[src/rtl/cpu_pkg.sv]
// Shared definitions for the Mini SRC control unit: opcodes, ALU codes,
// sequencer states and the packed control-line bundle.
package cpu_pkg;

  localparam logic [4:0] OP_LD   = 5'b00000;
  localparam logic [4:0] OP_LDI  = 5'b00001;
  localparam logic [4:0] OP_ST   = 5'b00010;
  localparam logic [4:0] OP_ADD  = 5'b00011;
  localparam logic [4:0] OP_SUB  = 5'b00100;
  localparam logic [4:0] OP_AND  = 5'b00101;
  localparam logic [4:0] OP_OR   = 5'b00110;
  localparam logic [4:0] OP_ROR  = 5'b00111;
  localparam logic [4:0] OP_ROL  = 5'b01000;
  localparam logic [4:0] OP_SHR  = 5'b01001;
  localparam logic [4:0] OP_SHRA = 5'b01010;
  localparam logic [4:0] OP_SHL  = 5'b01011;
  localparam logic [4:0] OP_ADDI = 5'b01100;
  localparam logic [4:0] OP_ANDI = 5'b01101;
  localparam logic [4:0] OP_ORI  = 5'b01110;
  localparam logic [4:0] OP_DIV  = 5'b01111;
  localparam logic [4:0] OP_MUL  = 5'b10000;
  localparam logic [4:0] OP_NEG  = 5'b10001;
  localparam logic [4:0] OP_NOT  = 5'b10010;
  localparam logic [4:0] OP_BR   = 5'b10011;
  localparam logic [4:0] OP_JR   = 5'b10100;
  localparam logic [4:0] OP_JAL  = 5'b10101;
  localparam logic [4:0] OP_IN   = 5'b10110;
  localparam logic [4:0] OP_OUT  = 5'b10111;
  localparam logic [4:0] OP_MFHI = 5'b11000;
  localparam logic [4:0] OP_MFLO = 5'b11001;
  localparam logic [4:0] OP_NOP  = 5'b11010;
  localparam logic [4:0] OP_HALT = 5'b11011;

  localparam logic [4:0] ALU_ADD = 5'b00011;

  typedef enum logic [2:0] {
    S_RESET  = 3'd0,
    S_FETCH0 = 3'd1,
    S_FETCH1 = 3'd2,
    S_FETCH2 = 3'd3,
    S_EXEC   = 3'd4,
    S_PAUSE  = 3'd5,
    S_HALT   = 3'd6
  } state_t;

  typedef struct packed {
    logic       run;
    logic [4:0] operation;
    logic write, read, con_in, outport_in, lo_in, hi_in, z_in, y_in, ir_in;
    logic mdr_in, mar_in, inc_pc, pc_in, r_out, r_in, grc, grb, gra;
    logic inport_out, lo_out, hi_out, ba_out, c_out, mdr_out, zlow_out, zhigh_out, pc_out;
  } ctrl_t;

  // Final execute step (T3..T7) of each opcode; single-step opcodes end at T3.
  function automatic logic [2:0] last_step(input logic [4:0] op);
    case (op)
      OP_LD, OP_ST:                            last_step = 3'd7;
      OP_MUL, OP_DIV, OP_BR:                   last_step = 3'd6;
      OP_LDI, OP_ADD, OP_SUB, OP_AND, OP_OR, OP_ROR, OP_ROL,
      OP_SHR, OP_SHRA, OP_SHL, OP_ADDI, OP_ANDI, OP_ORI: last_step = 3'd5;
      OP_NEG, OP_NOT:                          last_step = 3'd4;
      default:                                 last_step = 3'd3;
    endcase
  endfunction

endpackage

[src/rtl/control_decode.sv]
// Moore output decode: maps (state, step, opcode, CON FF) to every datapath
// control line. Purely combinational.
module control_decode
  import cpu_pkg::*;
(
  input  logic [2:0]  i_state,
  input  logic [2:0]  i_step,
  input  logic [4:0]  i_opcode,
  input  logic        i_con_ff,
  output logic [32:0] o_ctrl
);

  ctrl_t w_ctrl;
  logic  w_is_imm;

  assign w_is_imm = (i_opcode == OP_ADDI) || (i_opcode == OP_ANDI) || (i_opcode == OP_ORI);
  assign o_ctrl   = w_ctrl;

  always_comb begin
    w_ctrl = '0;
    case (state_t'(i_state))
      S_FETCH0: begin
        w_ctrl.run = 1'b1; w_ctrl.pc_out = 1'b1; w_ctrl.mar_in = 1'b1;
        w_ctrl.inc_pc = 1'b1; w_ctrl.z_in = 1'b1; w_ctrl.operation = ALU_ADD;
      end
      S_FETCH1: begin
        w_ctrl.run = 1'b1; w_ctrl.zlow_out = 1'b1; w_ctrl.pc_in = 1'b1;
        w_ctrl.read = 1'b1; w_ctrl.mdr_in = 1'b1;
      end
      S_FETCH2: begin
        w_ctrl.run = 1'b1; w_ctrl.mdr_out = 1'b1; w_ctrl.ir_in = 1'b1;
      end
      S_EXEC: begin
        w_ctrl.run = 1'b1;
        case (i_opcode)
          OP_ADD, OP_SUB, OP_AND, OP_OR, OP_ROR, OP_ROL, OP_SHR, OP_SHRA, OP_SHL,
          OP_ADDI, OP_ANDI, OP_ORI: begin
            case (i_step)
              3'd3: begin w_ctrl.grb = 1'b1; w_ctrl.r_out = 1'b1; w_ctrl.y_in = 1'b1; end
              3'd4: begin
                if (w_is_imm) begin
                  w_ctrl.c_out = 1'b1;
                end else begin
                  w_ctrl.grc = 1'b1; w_ctrl.r_out = 1'b1;
                end
                w_ctrl.operation = i_opcode; w_ctrl.z_in = 1'b1;
              end
              3'd5: begin w_ctrl.zlow_out = 1'b1; w_ctrl.gra = 1'b1; w_ctrl.r_in = 1'b1; end
              default: w_ctrl.run = 1'b1;
            endcase
          end
          // ldi, ld and st share the effective-address computation in T3/T4.
          OP_LDI, OP_LD, OP_ST: begin
            case (i_step)
              3'd3: begin w_ctrl.grb = 1'b1; w_ctrl.ba_out = 1'b1; w_ctrl.y_in = 1'b1; end
              3'd4: begin w_ctrl.c_out = 1'b1; w_ctrl.operation = ALU_ADD; w_ctrl.z_in = 1'b1; end
              3'd5: begin
                w_ctrl.zlow_out = 1'b1;
                if (i_opcode == OP_LDI) begin
                  w_ctrl.gra = 1'b1; w_ctrl.r_in = 1'b1;
                end else begin
                  w_ctrl.mar_in = 1'b1;
                end
              end
              3'd6: begin
                w_ctrl.mdr_in = 1'b1;
                if (i_opcode == OP_LD) begin
                  w_ctrl.read = 1'b1;
                end else begin
                  w_ctrl.gra = 1'b1; w_ctrl.r_out = 1'b1;
                end
              end
              3'd7: begin
                if (i_opcode == OP_LD) begin
                  w_ctrl.mdr_out = 1'b1; w_ctrl.gra = 1'b1; w_ctrl.r_in = 1'b1;
                end else begin
                  w_ctrl.write = 1'b1;
                end
              end
              default: w_ctrl.run = 1'b1;
            endcase
          end
          OP_MUL, OP_DIV: begin
            case (i_step)
              3'd3: begin w_ctrl.gra = 1'b1; w_ctrl.r_out = 1'b1; w_ctrl.y_in = 1'b1; end
              3'd4: begin
                w_ctrl.grb = 1'b1; w_ctrl.r_out = 1'b1;
                w_ctrl.operation = i_opcode; w_ctrl.z_in = 1'b1;
              end
              3'd5: begin w_ctrl.zlow_out = 1'b1; w_ctrl.lo_in = 1'b1; end
              3'd6: begin w_ctrl.zhigh_out = 1'b1; w_ctrl.hi_in = 1'b1; end
              default: w_ctrl.run = 1'b1;
            endcase
          end
          OP_NEG, OP_NOT: begin
            case (i_step)
              3'd3: begin
                w_ctrl.grb = 1'b1; w_ctrl.r_out = 1'b1;
                w_ctrl.operation = i_opcode; w_ctrl.z_in = 1'b1;
              end
              3'd4: begin w_ctrl.zlow_out = 1'b1; w_ctrl.gra = 1'b1; w_ctrl.r_in = 1'b1; end
              default: w_ctrl.run = 1'b1;
            endcase
          end
          // CON FF is loaded in T3 and only consulted in T6.
          OP_BR: begin
            case (i_step)
              3'd3: begin w_ctrl.gra = 1'b1; w_ctrl.r_out = 1'b1; w_ctrl.con_in = 1'b1; end
              3'd4: begin w_ctrl.pc_out = 1'b1; w_ctrl.y_in = 1'b1; end
              3'd5: begin w_ctrl.c_out = 1'b1; w_ctrl.operation = ALU_ADD; w_ctrl.z_in = 1'b1; end
              3'd6: begin w_ctrl.zlow_out = i_con_ff; w_ctrl.pc_in = i_con_ff; end
              default: w_ctrl.run = 1'b1;
            endcase
          end
          OP_JR:   begin w_ctrl.gra = 1'b1; w_ctrl.r_out = 1'b1; w_ctrl.pc_in = 1'b1; end
          OP_IN:   begin w_ctrl.inport_out = 1'b1; w_ctrl.gra = 1'b1; w_ctrl.r_in = 1'b1; end
          OP_OUT:  begin w_ctrl.gra = 1'b1; w_ctrl.r_out = 1'b1; w_ctrl.outport_in = 1'b1; end
          OP_MFHI: begin w_ctrl.hi_out = 1'b1; w_ctrl.gra = 1'b1; w_ctrl.r_in = 1'b1; end
          OP_MFLO: begin w_ctrl.lo_out = 1'b1; w_ctrl.gra = 1'b1; w_ctrl.r_in = 1'b1; end
          default: w_ctrl.run = 1'b1;
        endcase
      end
      default: w_ctrl = '0;
    endcase
  end

endmodule

[src/rtl/control_sequencer.sv]
// Hardwired Mini SRC control unit: fetch/execute sequencing with memory
// handshake stretching, pause at instruction boundaries and halt.
module control_sequencer
  import cpu_pkg::*;
(
  input  logic        clk,
  input  logic        clr,
  input  logic [31:0] ir,
  input  logic        con_ff,
  input  logic        mem_ready,
  input  logic        stop,
  output logic PCout, ZHighOut, ZLowOut, MDRout, Cout, BAout, HIout, LOout, InPortout,
  output logic Gra, Grb, Grc, Rin, Rout,
  output logic PCin, IncPC, MARin, MDRin, IRin, Yin, Zin, HIin, LOin, OutPortin, CONin,
  output logic Read, Write,
  output logic [4:0] operation,
  output logic Run
);

  state_t     r_state, w_next_state;
  logic [2:0] r_step, w_next_step;
  logic [4:0] w_opcode;
  logic       w_mem_step;
  ctrl_t      w_ctrl;
  logic       w_unused_ir;

  assign w_opcode    = ir[31:27];
  assign w_unused_ir = ^ir[26:0];
  assign w_mem_step  = ((w_opcode == OP_LD) && (r_step == 3'd6)) ||
                       ((w_opcode == OP_ST) && (r_step == 3'd7));

  always_ff @(posedge clk or posedge clr) begin
    if (clr) begin
      r_state <= S_RESET;
      r_step  <= 3'd3;
    end else begin
      r_state <= w_next_state;
      r_step  <= w_next_step;
    end
  end

  always_comb begin
    w_next_state = r_state;
    w_next_step  = r_step;
    case (r_state)
      S_RESET:  w_next_state = S_FETCH0;
      S_FETCH0: w_next_state = S_FETCH1;
      S_FETCH1: w_next_state = mem_ready ? S_FETCH2 : S_FETCH1;
      S_FETCH2: begin
        w_next_state = S_EXEC;
        w_next_step  = 3'd3;
      end
      // Halt beats stop; a memory step holds until mem_ready is sampled high.
      S_EXEC: begin
        if (w_opcode == OP_HALT) begin
          w_next_state = S_HALT;
          w_next_step  = 3'd3;
        end else if (w_mem_step && !mem_ready) begin
          w_next_state = S_EXEC;
        end else if (r_step >= last_step(w_opcode)) begin
          w_next_state = stop ? S_PAUSE : S_FETCH0;
          w_next_step  = 3'd3;
        end else begin
          w_next_step  = r_step + 3'd1;
        end
      end
      S_PAUSE:  w_next_state = stop ? S_PAUSE : S_FETCH0;
      S_HALT:   w_next_state = S_HALT;
      default:  w_next_state = S_RESET;
    endcase
  end

  control_decode u_decode (
    .i_state  (r_state),
    .i_step   (r_step),
    .i_opcode (w_opcode),
    .i_con_ff (con_ff),
    .o_ctrl   (w_ctrl)
  );

  assign PCout     = w_ctrl.pc_out;
  assign ZHighOut  = w_ctrl.zhigh_out;
  assign ZLowOut   = w_ctrl.zlow_out;
  assign MDRout    = w_ctrl.mdr_out;
  assign Cout      = w_ctrl.c_out;
  assign BAout     = w_ctrl.ba_out;
  assign HIout     = w_ctrl.hi_out;
  assign LOout     = w_ctrl.lo_out;
  assign InPortout = w_ctrl.inport_out;
  assign Gra       = w_ctrl.gra;
  assign Grb       = w_ctrl.grb;
  assign Grc       = w_ctrl.grc;
  assign Rin       = w_ctrl.r_in;
  assign Rout      = w_ctrl.r_out;
  assign PCin      = w_ctrl.pc_in;
  assign IncPC     = w_ctrl.inc_pc;
  assign MARin     = w_ctrl.mar_in;
  assign MDRin     = w_ctrl.mdr_in;
  assign IRin      = w_ctrl.ir_in;
  assign Yin       = w_ctrl.y_in;
  assign Zin       = w_ctrl.z_in;
  assign HIin      = w_ctrl.hi_in;
  assign LOin      = w_ctrl.lo_in;
  assign OutPortin = w_ctrl.outport_in;
  assign CONin     = w_ctrl.con_in;
  assign Read      = w_ctrl.read;
  assign Write     = w_ctrl.write;
  assign operation = w_ctrl.operation;
  assign Run       = w_ctrl.run;

endmodule

[config.mk]
export PLATFORM = sky130hd
export DESIGN_NAME = control_sequencer
export DESIGN_NICKNAME = d
export VERILOG_FILES = /design/src/rtl/cpu_pkg.sv /design/src/rtl/control_decode.sv /design/src/rtl/control_sequencer.sv
export SDC_FILE = /design/constraint.sdc
export NUM_CORES = 1
export LEC_CHECK = 0
export CAP_MARGIN = 25
export CORE_ASPECT_RATIO = 0.9
export CORE_MARGIN = 2
export CORE_UTILIZATION = 32
export CTS_CLUSTER_SIZE = 8
export DETAILED_ROUTE_END_ITERATION = 10
export HOLD_SLACK_MARGIN = 0.03
export PLACE_DENSITY = 0.66
export SLEW_MARGIN = 10
export SYNTH_ARGS = -nofsm -noshare
export SYNTH_HDL_FRONTEND = slang
export SYNTH_SLANG_ARGS = --single-unit
[constraint.sdc]
create_clock -name clk -period 4.2 [get_ports clk]
set_input_delay 1.26 -clock clk [delete_from_list [all_inputs] [get_ports clk]]
set_output_delay 1.26 -clock clk [all_outputs]
set_load 0.02 [all_outputs]
# Yosys cells after proc, flatten, opt, wreduce, memory -nomap -nowiden
# Memories as Yosys holds them, arrays and structs flattened.
# Cells that the tools add are included.
dict set report word_totals {
  ff_bits 6
  mem_bits_ro 96
  memories 1
}
# memory depth width rd rd_clocked_by_memory_dff wr line
set memory_table {}
lappend memory_table {{(name not given)} 32 3 1 0 0 cpu_pkg.sv:56} ;# case (op)
dict set report classes {
  n_addsub 1
  magnitude_cmp 1
  eq_ne 38
  muxes 79
  n_reduce_logical 25
}
# cell count
set ops {}
lappend ops {{$eq A5 B5 Y1 const B} 10}
lappend ops {{$eq A5 B4 Y1 const B} 8}
lappend ops {{$mux W1} 36}
lappend ops {{$reduce_or A17 Y1} 2}
lappend ops {{$mux W3} 10}
lappend ops {{$pmux W1 S2} 13}
lappend ops {{$eq A3 B3 Y1 const B} 7}
lappend ops {{$pmux W3 S7} 1}
lappend ops {{$eq A5 B3 Y1 const B} 4}
lappend ops {{$pmux W5 S4} 1}
lappend ops {{$reduce_or A14 Y1} 1}
lappend ops {{$pmux W1 S3} 4}
lappend ops {{$reduce_or A12 Y1} 1}
lappend ops {{$reduce_or A3 Y1} 4}
lappend ops {{$eq A5 B2 Y1 const B} 2}
lappend ops {{$mux W10} 1}
lappend ops {{$mux W2} 5}
lappend ops {{$mux W5} 2}
lappend ops {{$pmux W1 S5} 2}
lappend ops {{$pmux W5 S2} 1}
lappend ops {{$eq A3 B2 Y1 const B} 3}
lappend ops {{$reduce_or A2 Y1} 4}
lappend ops {{$pmux W3 S2} 1}
lappend ops {{$eq A5 B1 Y1 const B} 1}
lappend ops {{other kinds (16)} 20}

# Depth between registers and ports, before layout
# Gate-level depths: netlist of run 1.
dict set report logic_depth {
  ltp_word 12
  mapped_depth 10
}

# By module
# From an unflattened synthesis of run 1, not the netlist that was laid out.
dict set report hier_totals {
  hier_cells 217
  area_unflattened_um2 1500.2
}
# module instances cells_each area_each_um2
set by_module_without_submodules {}
lappend by_module_without_submodules {control_decode 1 155 924.6}
lappend by_module_without_submodules {control_sequencer 1 62 575.6}

# Worst setup path after synthesis of run 1
# OpenSTA, ideal clock, no wires.
dict set report synth_path {
  kind {input port to output port}
  from {input ir[27]}
  to {output Rout}
  arrival_ns 2.837
  t_required_ns 2.940
  setup_slack_ns 0.103
  cell_stages 7
  cell_sequence {inv_1 -> ha_1 -> buf_2 -> nor3_2 -> nor2_1 -> o211a_1 -> o32ai_1}
}
dict set report synth_between {
  elab_chain_len 7
}
# element line
set synth_lines {}
lappend synth_lines {{start, declared} control_sequencer.sv:8} ;# input logic [31:0] ir,
lappend synth_lines {{$eq A5 B4 Y1} {control_decode.sv:16, control_decode.sv:35}}
lappend synth_lines {{$logic_or A1 B1 Y1 (2 in a row)} control_decode.sv:16} ;# assign w_is_imm = (i_opcode == OP_ADDI) || (i_opcode == OP_ANDI) || (i_opcode == OP_ORI);
lappend synth_lines {{$mux W1} control_decode.sv:41} ;# if (w_is_imm) begin
lappend synth_lines {{$pmux W1 S2} control_decode.sv:38} ;# case (i_step)
lappend synth_lines {{$pmux W1 S5 *} control_decode.sv:35} ;# case (i_opcode)
lappend synth_lines {{$mux W10 *} control_decode.sv:21} ;# case (state_t'(i_state))
lappend synth_lines {{end, declared} control_sequencer.sv:13} ;# output logic Gra, Grb, Grc, Rin, Rout,
# Every way passes the cells marked *; elsewhere a longest branch is shown, timed or not.

# Worst setup path after layout of run 1
dict set report layout_path {
  from {input ir[31]}
  to {output MDRin}
}
dict set report layout_between {
  elab_chain_len 4
}
# element line
set layout_lines {}
lappend layout_lines {{$eq A5 B2 Y1, or another cell as far along} control_decode.sv:35}
lappend layout_lines {{$reduce_or A3 Y1 *} control_decode.sv:35}
lappend layout_lines {{$mux W2 *} control_decode.sv:35}
lappend layout_lines {{$pmux W1 S2 *} control_decode.sv:21}
lappend layout_lines {{end, declared} control_sequencer.sv:14} ;# output logic PCin, IncPC, MARin, MDRin, IRin, Yin, Zin, HIin, LOin, OutPortin, CONin,
# Marks and branches as above.

==> impl_results.md, run 1 <==
- Status: finished clean
- DIE AREA: 4930 um^2
- FF+latch count, synth: 6
- Post-synth top area share: 0.116
- # Max-Cap Violations: 0
- Avg Inst Size Synth: between 6 and 7 um^2
- Crit Path Max Fanout: 6
- Highest metal layer with signal wires: met4
- Placement Cell Area: 2160 um^2
- PD cells: 397 nW/um^2
- Post-Syn Area: 1400 um^2
- CTS max path bufs: 2
- Top_reg_cell synth: dfrtp_1
- Routed wl met2: 2410 um
- Final period util: 0.989
- Synth cell types: 61
- Wl on met1: about 2500 um
- Switching share of total power: 0.527
- Clock network power share: 0.104
- Synth top area cells: ha_1 12%, dfrtp_1 7.1%, o21ai_0 7.1%, nand2_1 5.4%, nor2_1 5.1%
- Sequential area share after synthesis: 0.109
- IO Pins: 70
- Core ar.: a little over 4000 um^2
- Most common cell after layout, fill and taps aside: buf_4
- Critical Path End Type: primary output
- Finished Layout Cells: 341
- First-pass iteration count of the detailed router: 4
- Vias: 1,837
- DR WL/cell: 15.8 um
- H-tree depth: 1
- Number of core rows: 22
- Largest net degree at the start of global routing: 14
- DRC: 0
- Async set-or-reset flop fraction in the synthesized netlist: 1.00
- Die W: 73.8 um
- # setup viols final: 0
- Worst path arrival time: between 2000 and 3000 ps
- WP data required: 2940 ps
- Placed Instances: 336
- Initial core utilization: 0.337
- FMAX: 241 MHz
- Nature of the critical path startpoint: input pin
- Pint: 0.000429 W
- Syn Inst Count: 204
- Clk sink count: 6
- Number of flops mapped to enable cells by yosys: 0
- Post-layout net count: 332
- Drt total wl: approximately 5400 um
- Hold Fails Final Rpt: 0
- Port Buf Inserts: 42
- Met3 wire length: ~390 um
- Die Ht: 66.8 um
- Design area: 2290 um^2
- Worst hold path type: reg -> reg
- Post-detail-place hpwl: 3990 um
- GR Util All Layers: 0.219
- Vias/cell: 5.39
- Min Tclk post-route: between 4000 and 5000 ps
- Synthesis-to-finish area growth: 63.1%
- 1st-iter DRT viols: 125
- CP Class: in -> out
- ANT cells: 0
- IR drop worst, VDD: about 0.00036 V
- Clk root buf: clkbuf_8
- Slew HR: 0.687
- Worst-Skew Late Latency: 230 ps
- Worst Tran Pin Value: 469 ps
- Syn Nets: 254
- First-pass GRT wire length: 8360 um
- RSZ-0062 raised after global routing: false
- NetSw: around 0.00048 W
- Initial antenna violation count: 0
- Number of global-route vias before repair: between 1,500 and 2,000
- Cts bufs inserted: 3
- Leakage power: 1.01 nW
- Gr ovfl total: 0
- Synth area leader: ha_1
- Clk slew on worst S/H paths: 30 ps
- Slew Viols, Final: 0
- Combinational Power Share: 0.726
- Post-DRT Antenna Nets: 0
- Layout cell share with drive strength beyond 1: 0.381
- Clock Skews: 12.2 ps
- Fillcell total: 405
- Sequential share of power: 0.170
- Commonest non-fill, non-tap cells in the layout: 50 x buf_4, 20 x nand2_1, 18 x nor2_1
- CTS tree: done
- Yosys warns: 0
- Final Wtd Congestion: 0.846
[critical path: stages]
cell and delay [ps]:
dlygate4sd2_1 290, or3_1 430, buf_4 180, o41ai_1 370
dlygate4sd1_1 360
[Yosys cell counts (3+ instances only)]
master,instances
a21oi_1,10
a31oi_1,3
buf_2,9
clkbuf_1,4
dfrtp_1,4
ha_1,13
inv_1,15
nand2_1,20
nand2b_1,4
nand3b_1,4
nor2_1,19
nor2b_1,4
nor3_1,10
o211ai_1,4
o21ai_0,20
or3_1,3
[flip-flops by register name, indices dropped and copies added, names as in the netlist]
| signal | cells |
|---|---|
| r_step | 3 |
| r_state | 3 |
[power by group through the flow]
stage	Sequential, W	Clock [W]	Combinational (W)
floorplan	0.000112	0	0.000436
global placement	0.000148	0	0.000656
detailed placement	0.000152	0	0.000661
CTS	0.000153	0.0000957	0.000648
global route	0.000163	0.0000978	0.000713
finish	0.000154	0.0000947	0.000658
[path summary, 6_finish.rpt]
path / endpoint / slack, ps / startpoint / depth (start not counted)
setup / recovery: MDRin / 50 / ir[31] / 5
hold / removal: r_step[0]$_DFFE_PP1P_ / 620 / r_step[0]$_DFFE_PP1P_ / 1
setup reg to reg: r_step[0]$_DFFE_PP1P_ / 2230 / r_step[1]$_DFFE_PP1P_ / 6
hold reg to reg: r_step[0]$_DFFE_PP1P_ / 620 / r_step[0]$_DFFE_PP1P_ / 1
max in group asynchronous: r_step[1]$_DFFE_PP1P_ / 2690 / clr / 2
min in group asynchronous: r_state[1]$_DFFE_PP0P_ / 1240 / clr / 2
[per-layer routing]
metal,up-vias,track usage
li1,899,-
met1,861,0.321
met2,70,0.342
met3,7,0.0363
met4,0,0.0318
met5,-,0
[cells by family after synthesis]
group | after synthesis | synth area share
AND/OR/NAND/NOR | 85 | 0.339
AO/OA/AOI/OAI | 65 | 0.312
multiplexers | 1 | 0.00803
flip-flops | 6 | 0.109
buffers and inverters | 33 | 0.110
adder cells (fa/ha/maj) | 13 | 0.116
XOR/XNOR | 1 | 0.00625
[per-stage QoR]
stage	total power (W)	setup TNS, ps	worst slack [ps]	utilization	hold slack [ps]
floorplan	0.000548	0	103	-	575
global placement	0.000804	-17750	-858	0.520	614
detailed placement	0.000813	-17740	-845	0.520	617
CTS	0.000896	0	1.03	0.545	625
global route	0.000974	0	9.40	0.550	629
finish	0.000907	0	45.5	0.550	622
[repair_timing]
item | in CTS | in global routing
endpoints found under the setup margin | 30 | 21
hold buffers | 0 | 0
gates resized for setup | 97 | 37
setup buffers | 0 | 1
pin swaps | 2 | 5
[final cells by class]
cell class              instances  area, um^2  share of cell area
clock buffers                   4        45.0              0.0197
multi-input cells             165        1260               0.553
inverters                      15        58.8              0.0257
flip-flops and latches          6         153              0.0667
well taps                      60        75.1              0.0328
repair buffers                 91         692               0.303
Note: power is estimated with default switching activity, not from simulation.
==> run 2: changes to the inputs <==
==> constraint.sdc (replaced) <==
create_clock -name clk -period 4.49 [get_ports clk]
set_input_delay 1.347 -clock clk [delete_from_list [all_inputs] [get_ports clk]]
set_output_delay 1.347 -clock clk [all_outputs]
set_load 0.02 [all_outputs]
==> impl_results.md, run 2 (synthesis gave the netlist of run 1 again) <==
- Status: finished clean
- # Max-Cap Violations: 0 (unchanged)
- IO Pins: 70 (unchanged)
- Vias: 1,788 (-2.7%)
- Total Power: 0.000817 W (-9.9%)
- GR Util All Layers: 0.208 (-0.0111)
- Clk root buf: clkbuf_8
- Layout cell share with drive strength beyond 1: 0.336 (-0.0451)
- Cts bufs inserted: 3 (unchanged)
- FMAX: between 200 and 250 MHz
- PD cells: 370 nW/um^2 (-6.7%)
- Die Ht: 66.8 um (unchanged)
- Number of core rows: 22 (unchanged)
- Hold Path Depth: 1 (unchanged)
- Fillcell total: 424 (+4.7%)
- Multi-input gate area: 1180 um^2 (-6.7%)
- Hold Path End: r_step[0]$_DFFE_PP1P_
- DRC: 0 (unchanged)
- Worst path arrival time: 3100 ps (+210 ps)
- Post-CTS setup buffers: 0 (unchanged)
- ANT cells: 0 (unchanged)
- Min Tclk post-route: 4440 ps
- First-pass GRT wire length: 8030 um (-4.0%)
- Util after Layout: 0.531 (-0.0193)
- Reg2reg end: r_step[1]$_DFFE_PP1P_
- IR drop worst, VDD: 0.000337 V (-6.2%)
- GRT Max-Usage Layer: met2
- CTS tree: done
- Gr ovfl total: 0 (unchanged)
- Met2 GRT Util: 0.311 (-0.0301)
- CTS max path bufs: 2 (unchanged)
- Final Wtd Congestion: 0.878 (+3.9%)
- Leakage power: 0.977 nW (-3.2%)
- DIE AREA: 4930 um^2 (unchanged)
- Hold Crit Start: r_step[0]$_DFFE_PP1P_
- DR WL/cell: 14.5 um (-8.1%)
- Register area: 153 um^2 (unchanged)
- Clk slew on worst S/H paths: 30 ps (about the same)
- Worst R2R Path Depth: 4 (-2)
- R2r setup slk: 2500 ps (+270 ps)
- Reg2Reg Launch Point: r_state[0]$_DFFE_PP0P_
- Drt total wl: 4950 um (-8.4%)
- Post-DRT Antenna Nets: 0 (unchanged)
- WP data required: 3140 ps (+200 ps)
- CP Class: in -> out
- Initial core utilization: 0.337 (unchanged)
- Setup TNS: 0 ps (unchanged)
- Clock Skews: 7.69 ps (-4.53 ps)
- Slew HR: 0.552 (-0.135)
- Slew Viols, Final: 0 (unchanged)
- # setup viols final: 0 (unchanged)
- Vias/cell: 5.26 (-2.4%)
- 1st-iter DRT viols: 139 (+11%)
- Core ar.: 4160 um^2 (unchanged)
- Hold Fails Final Rpt: 0 (unchanged)
- Worst-Skew Late Latency: 230 ps (about the same)
- RSZ-0062 raised after global routing: false
- Port Buf Inserts: 42 (unchanged)
- Nature of the critical path startpoint: input pin
- H-tree depth: 1 (unchanged)
- Largest regs: r_state (3), r_step (3)
- Met3 usage: 0.0439 (+0.00756)
- Most common cell after layout, fill and taps aside: buf_4
- Worst Tran Pin Value: 673 ps (+203 ps)
- Synthesis-to-finish area growth: 57.4%
- Number of global-route vias before repair: 1,725 (+1.8%)
- Die W: 73.8 um (unchanged)
- Clk sink count: 6 (unchanged)
- Initial antenna violation count: 0 (unchanged)
- Critical Path End Type: primary output
- Worst hold path type: reg -> reg
- Placed Instances: 336 (unchanged)
- Commonest non-fill, non-tap cells in the layout: 49 x buf_4, 20 x nand2_1, 19 x nor2_1
- Crit Path Max Fanout: 6 (unchanged)
- Final period util: 0.990
- Post-detail-place hpwl: 3850 um (-3.7%)
- Met1 usage in global routing: 0.300 (-0.0209)
- First-pass iteration count of the detailed router: 4 (unchanged)
- Finished Layout Cells: 340 (-0.29%)
- Largest net degree at the start of global routing: 18 (+4)
- Post-layout net count: 331 (-0.30%)
==> run 2: cell count changes in the layout (fill, tap and decap cells not counted), sizes merged <==
| cell | change |
|---|---|
| dlygate4sd1 | -1 |
| dlymetal6s2s | -1 |
| clkdlybuf4s50 | +1 |
| buf | -6 |
| clkbuf | +1 |
| clkdlybuf4s15 | +1 |
| dlygate4sd2 | +4 |
==> run 2: layout make-up <==
type,instances,area share
clock buffers,4,0.0204
inverters,15,0.0255
multi-input cells,165,0.534
flip-flops and latches,6,0.0692
well taps,60,0.0340
repair buffers,90,0.317
==> run 2: metal layers <==
metal,up-vias,wire [um]
met5,-,0
met4,0,88
met3,10,503
met2,91,2070
met1,794,2280
li1,893,-
==> run 2: timing repair <==
action,CTS,global route
hold buffers,0,0
resized for setup,80,23
pin swaps,1,2
setup endpoints to repair,29,19
hold endpoints to repair,0,0
==> run 2: power by group <==
group / internal (W) / switching (W) / leakage, nW
combinational: 0.000243 / 0.000345 / 0.883
clock: 0.0000614 / 0.0000269 / 0.0228
sequential: 0.0000862 / 0.0000539 / 0.0717
==> run 2: worst max path at each step <==
stage | endpoint | slack [ps] | start | cells past startpoint
floorplan | Rout | 220 | ir[27] | 7
global placement | Gra | -730 | ir[27] | 9
detailed placement | Gra | -710 | ir[27] | 7
CTS | HIin | -10 | ir[27] | 9
global route | MDRin | 3 | ir[31] | 5
finish | MDRin | 50 | ir[31] | 5
==> run 2: per-stage QoR <==
step	area (um^2)	hold WS (ps)	worst slack, ps
global placement	2160	615	-727
finish	2210	626	46.6
detailed placement	2160	618	-709
CTS	2230	628	-9.79
floorplan	1400	575	219
global route	2210	632	3.49
==> run 2: critical path: stages <==
cell,delay (ps)
dlygate4sd2_1,290
or3_1,430
buf_4,180
o41ai_1,460
dlygate4sd2_1,390
==> run 3: changes to the inputs <==
--- a/config.mk
+++ b/config.mk
@@ -13,7 +13,7 @@
 export DETAILED_ROUTE_END_ITERATION = 10
 export HOLD_SLACK_MARGIN = 0.03
 export PLACE_DENSITY = 0.66
-export SLEW_MARGIN = 10
+export SLEW_MARGIN = 5
 export SYNTH_ARGS = -nofsm -noshare
 export SYNTH_HDL_FRONTEND = slang
 export SYNTH_SLANG_ARGS = --single-unit
==> results of run 3 <==
The final DEF is identical to that of run 2; final timing and power are the same.
